## config.mk

```make
export PLATFORM = sky130hd
export DESIGN_NAME = hunter_ook_encoder
export DESIGN_NICKNAME = d
export VERILOG_FILES = /design/src/rtl/hunter_ook_encoder.sv
export SDC_FILE = /design/constraint.sdc
export NUM_CORES = 1
export LEC_CHECK = 0
export CAP_MARGIN = 40
export CORE_MARGIN = 5
export CORE_UTILIZATION = 55
export DETAILED_ROUTE_END_ITERATION = 8
export PLACE_DENSITY = 0.78
export SLEW_MARGIN = 20
export SYNTH_ARGS = -nofsm -noshare
export SYNTH_HDL_FRONTEND = slang
export SYNTH_SLANG_ARGS = --single-unit
```

## constraint.sdc

```tcl
create_clock -name ref_10mhz -period 3.49 [get_ports ref_10mhz]
set_input_delay 0.698 -clock ref_10mhz [delete_from_list [all_inputs] [get_ports ref_10mhz]]
set_output_delay 0.698 -clock ref_10mhz [all_outputs]
set_load 0.05 [all_outputs]
```

## src/rtl/hunter_ook_encoder.sv

```systemverilog
// OOK frame encoder for the fan-remote transmitter.
// Serialises one command word as a pulse-width-coded frame (sync pulse,
// sync low, 3-unit bit cells, trailing gap) and repeats it REPEATS times.
// key is registered so the RF carrier gate never glitches.
module hunter_ook_encoder #(
  parameter int UNIT_CYCLES    = 4000,
  parameter int FRAME_BITS     = 24,
  parameter int SYNC_LOW_UNITS = 12,
  parameter int GAP_UNITS      = 32,
  parameter int REPEATS        = 4
) (
  input  logic                  ref_10mhz,
  input  logic                  reset,
  input  logic [FRAME_BITS-1:0] cmd_data,
  input  logic                  cmd_valid,
  output logic                  cmd_ready,
  input  logic                  abort,
  output logic                  key,
  output logic                  busy,
  output logic                  done
);

  // Unit index range has to cover the sync low span, the gap span and a bit cell.
  localparam int UMAX = (SYNC_LOW_UNITS > GAP_UNITS)
                        ? ((SYNC_LOW_UNITS > 2) ? SYNC_LOW_UNITS : 2)
                        : ((GAP_UNITS > 2) ? GAP_UNITS : 2);
  localparam int TW = $clog2(UNIT_CYCLES);
  localparam int UW = $clog2(UMAX + 1);
  localparam int BW = $clog2(FRAME_BITS + 1);
  localparam int RW = $clog2(REPEATS + 1);

  localparam logic [TW-1:0] T_LOAD      = TW'(UNIT_CYCLES - 1);
  // Sync uses unit 0 for the pulse and units 1..SYNC_LOW_UNITS for the low part.
  localparam logic [UW-1:0] U_SYNC_LAST = UW'(SYNC_LOW_UNITS);
  localparam logic [UW-1:0] U_BIT_LAST  = UW'(2);
  localparam logic [UW-1:0] U_GAP_LAST  = UW'(GAP_UNITS - 1);
  localparam logic [BW-1:0] B_LAST      = BW'(FRAME_BITS - 1);
  localparam logic [RW-1:0] R_LOAD      = RW'(REPEATS);
  localparam logic [RW-1:0] R_ONE       = RW'(1);

  typedef enum logic [1:0] {S_IDLE, S_SYNC, S_BITS, S_GAP} state_t;

  state_t                state, state_n;
  logic [TW-1:0]         timer, timer_n;
  logic [UW-1:0]         unit, unit_n;
  logic [BW-1:0]         bit_idx, bit_n;
  logic [FRAME_BITS-1:0] shreg, shreg_n;
  logic [FRAME_BITS-1:0] word, word_n;
  logic [RW-1:0]         rep, rep_n;
  logic                  key_n, done_n;
  logic                  boundary;

  assign busy      = (state != S_IDLE);
  assign cmd_ready = !busy && !reset;
  assign boundary  = (timer == '0);

  // State register and all datapath registers; reset clears the envelope at once.
  always_ff @(posedge ref_10mhz) begin
    if (reset) begin
      state   <= S_IDLE;
      timer   <= '0;
      unit    <= '0;
      bit_idx <= '0;
      shreg   <= '0;
      word    <= '0;
      rep     <= '0;
      key     <= 1'b0;
      done    <= 1'b0;
    end else begin
      state   <= state_n;
      timer   <= timer_n;
      unit    <= unit_n;
      bit_idx <= bit_n;
      shreg   <= shreg_n;
      word    <= word_n;
      rep     <= rep_n;
      key     <= key_n;
      done    <= done_n;
    end
  end

  // Next-state logic; key_n is the envelope level of the unit being entered.
  always_comb begin
    state_n = state;
    timer_n = timer;
    unit_n  = unit;
    bit_n   = bit_idx;
    shreg_n = shreg;
    word_n  = word;
    rep_n   = rep;
    key_n   = key;
    done_n  = 1'b0;

    if (state == S_IDLE) begin
      key_n = 1'b0;
      if (cmd_valid && !abort) begin
        state_n = S_SYNC;
        word_n  = cmd_data;
        shreg_n = cmd_data;
        rep_n   = R_LOAD;
        timer_n = T_LOAD;
        unit_n  = '0;
        bit_n   = '0;
        key_n   = 1'b1;
      end
    end else if (abort) begin
      state_n = S_IDLE;
      key_n   = 1'b0;
    end else if (!boundary) begin
      timer_n = timer - 1'b1;
    end else begin
      timer_n = T_LOAD;
      unit_n  = unit + 1'b1;
      case (state)
        S_SYNC: begin
          if (unit == U_SYNC_LAST) begin
            state_n = S_BITS;
            unit_n  = '0;
            bit_n   = '0;
            key_n   = 1'b1;
          end else begin
            key_n = 1'b0;
          end
        end
        S_BITS: begin
          if (unit == U_BIT_LAST) begin
            shreg_n = shreg << 1;
            unit_n  = '0;
            if (bit_idx == B_LAST) begin
              state_n = S_GAP;
              key_n   = 1'b0;
            end else begin
              bit_n = bit_idx + 1'b1;
              key_n = 1'b1;
            end
          end else if (unit == '0) begin
            // Second unit of the cell stays high only for a 1 bit.
            key_n = shreg[FRAME_BITS-1];
          end else begin
            key_n = 1'b0;
          end
        end
        S_GAP: begin
          key_n = 1'b0;
          if (unit == U_GAP_LAST) begin
            unit_n = '0;
            rep_n  = rep - 1'b1;
            if (rep == R_ONE) begin
              state_n = S_IDLE;
              done_n  = 1'b1;
            end else begin
              state_n = S_SYNC;
              shreg_n = word;
              bit_n   = '0;
              key_n   = 1'b1;
            end
          end
        end
        default: begin
          state_n = S_IDLE;
          key_n   = 1'b0;
        end
      endcase
    end
  end

endmodule

```

==> results.md <==
* Run status: finished clean
* Number of CTS-inserted buffers at 9
* Final weighted congestion in routability-driven placement at approximately 0.84
* Layout Cells excl Fill at between 600 and 700
* Worst Setup Start Kind: flop
* Critical path endpoint: busy
* Final setup vio count at 0
* Worst-path clk slew at approximately 0.080 ns
* Pwr dens at ~440 nW/um^2
* Final setup skew at between 0.01 and 0.015 ns
* Avg Cell Area, Syn at slightly above 8 sq um
* Remaining global-route overflow at 0
* HPWL after detailed placement at a little under 6000 um
* Maxcap violations at 0
* Gr usage total at 0.1988
* Period utilization at 0.8793
* Max VDD drop at 249.5 uV
* Number of synthesized register bits at a little under 80
* Routed wire per std cell at ~14 um
* Setup crit start: state[0]
* Fin. Hold Viols at 0
* Most repeated cell in the gate-level netlist after synthesis: sky130_fd_sc_hd__nand2_1
* Count of buffers inserted at the top-level ports at 31
* Most instantiated cells after synthesis: 89 x sky130_fd_sc_hd__nand2_1, 78 x sky130_fd_sc_hd__dfxtp_1, 49 x sky130_fd_sc_hd__mux2i_1
* Number of buffers between clock root and the deepest sink at 2
* Count of synthesis-stage warnings from yosys at 0
* Unique masters post-synth at 57
* Cell Count Post-Placement at between 500 and 600
* Number of nets in the final layout at approximately 550
* Fraction of synthesis flops using an asynchronous set or reset pin at 0
* Count of pins over their slew limit at 0
* Clock sink count at slightly below 80
* Clock latency at the later pin of the worst-skew pair at 0.36 ns
* Wirelength, routed at about 9000 um
* Fmax achieved at 0.3259 GHz
* Total DRC errors in the routed layout at 0
* Reg-to-reg endpoint: bit_idx[3]
* Wire length of the first global-routing pass at about 15000 um
* Row count at 31
* Final antenna-violating net count at 0
* Vias in the first global route at about 3200
* Slew at the pin closest to its max-slew limit at between 0.6 and 0.7 ns
* Synth top area cells: sky130_fd_sc_hd__dfxtp_1 39%, sky130_fd_sc_hd__mux2i_1 12%, sky130_fd_sc_hd__nand2_1 8.3%, sky130_fd_sc_hd__a21oi_1 5.4%, sky130_fd_sc_hd__nor2_1 3.9%
* Required time of the critical path at between 2 and 3 ns
* Cell type contributing the most total cell area after synthesis: sky130_fd_sc_hd__dfxtp_1
* Core ar. at a little over 7000 sq um
* Floorplan die height at roughly 96 um
* Max H-tree Level at 3
* Effective utilization at floorplan at 0.5604
* Ratio of routed vias to standard cells at about 5.7
* Violation count after the first detailed-routing iteration at ~180
* Largest net degree at the start of global routing at 60
* Worst min-delay path class: reg2reg
* Class of the most critical setup path: reg2out
* Number of synthesized flops with an enable pin at 0
* Resized cells post-CTS at 0
* Post-Synthesis Cells at ~490
* Signal arrival time at the worst endpoint at about 2.4 ns
* Root Buffer Master: sky130_fd_sc_hd__clkbuf_8
* Hold buffer count at cts at 0
* Total negative slack at 0 ns
* Boundary pin count at 32
* Area of the multi-input gates at between 2000 and 2500 sq um
* Final Critical Period at slightly above 3 ns
* Net Count, Synth at roughly 530
* Postcts setup bufs at 0
* Top cell type's share of synthesized area at 0.3863
* Portion of the post-synthesis area used by sequential elements at 0.3863
* R2R cell count at 8
* Worst R2R Start: state[1]
* Cell area after synthesis at between 4000 and 5000 sq um
* Clock tree from TritonCTS: yes
* Total iterations of the first detailed-routing run at 5
* Normalized max-slew margin at 0.5957
* Width of the die at around 96 um
* Leakage power summed over all cells at ~1.6 nW
* Synthesis-to-layout area growth at 13.62%
* Maximum net fanout on the critical path at 27
* Ys flop type: sky130_fd_sc_hd__dfxtp_1
* Area of the die at about 9200 sq um
* Worst setup EP type: primary output
* Proportion of layout cells with a drive suffix above 1 at 0.08382
* Setup slack on the worst flop-to-flop path at approximately 0.84 ns
* Storage element area at 1562 sq um
* Unrepaired setup endpoints after global routing: false
* Antenna violations before repair at 0
* Vias at between 3000 and 4000
* # fillers at ~640
* Antenna diode count at 0
[metal layers]
| layer | vias up | part of all wire | global-route usage |
|---|---|---|---|
| met3 | 9 | 0.046 | 0.04378 |
| li1 | 1749 | - | - |
| met4 | 0 | 0.010 | 0.05450 |
| met2 | 87 | 0.49 | 0.3399 |
| met5 | - | 0 | 0 |
| met1 | 1627 | 0.45 | 0.2524 |
[stage by stage]
stage          power (W)  setup slack (ns)  hold slack, ns  cell area (sq um)  utilization
2_1_floorplan   0.001222             1.001          0.4319               4043            -
3_3_place_gp    0.001306            0.6946          0.4377               4390       0.6086
6_report        0.002005            0.4213          0.4572               4593       0.6367
4_1_cts         0.002014            0.4161          0.4590               4593       0.6367
3_5_place_dp    0.001316            0.5934          0.4466               4390       0.6086
5_1_grt         0.002102            0.3100          0.4747               4593       0.6367
[sequential cells by signal, indices dropped and copies added, names as in the netlist]
signal,cells
bit_idx,5
done,1
key,1
rep,3
shreg,24
state,2
timer,12
unit,6
word,24
[power by group]
part / switching [W] / internal (W) / total (W)
Combinational: 0.000181 / 0.000139 / 0.000321
Sequential: 0.0000388 / 0.000939 / 0.000978
Clock: 0.000369 / 0.000338 / 0.000706
[logic make-up after synthesis]
group / synth area share
xor gates and xnor gates: 0.01950
and+or+nand+nor: 0.2142
adders and majority gates: 0.03714
AOI/OAI and AO/OA: 0.1702
muxes: 0.1213
DFF: 0.3863
buffers and inverters: 0.05138
[critical path: stages, from the launching register on]
cell and delay, ns:
sky130_fd_sc_hd__dfxtp_1 0.41, sky130_fd_sc_hd__inv_1 0.09, sky130_fd_sc_hd__ha_2 0.35, sky130_fd_sc_hd__inv_1 0.29
sky130_fd_sc_hd__clkdlybuf4s50_1 0.86
[cells in the final DEF, fill, tap and decap left out, types with 9 or more instances in the layout]
| cell type | n |
|---|---|
| sky130_fd_sc_hd__clkbuf_8 | 9 |
| sky130_fd_sc_hd__inv_1 | 19 |
| sky130_fd_sc_hd__nand3_1 | 12 |
| sky130_fd_sc_hd__o21ai_0 | 28 |
| sky130_fd_sc_hd__a21oi_1 | 44 |
| sky130_fd_sc_hd__nor2_1 | 41 |
| sky130_fd_sc_hd__ha_1 | 11 |
| sky130_fd_sc_hd__nand2_1 | 89 |
| sky130_fd_sc_hd__mux2i_1 | 49 |
| sky130_fd_sc_hd__dfxtp_1 | 78 |
| sky130_fd_sc_hd__clkdlybuf4s50_1 | 29 |
[area by class of cell]
class	instances	area share
Sequential cell	78	0.3400
Clock inverter	7	0.01716
Inverter	19	0.01553
Clock buffer	9	0.02697
Timing Repair Buffer	38	0.07736
Tap cell	99	0.02697
Multi-Input combinational cell	362	0.4961
[worst min-delay path by stage]
| stage | from | end | cells after the start |
|---|---|---|---|
| global route | word[5] | word[5] | 2 |
| finish | word[6] | word[6] | 2 |
| CTS | word[0] | word[0] | 2 |
| floorplan | word[0] | word[0] | 2 |
| detailed placement | word[0] | word[0] | 2 |
| global placement | word[0] | word[0] | 2 |
Power figures use the tool's default switching activity.
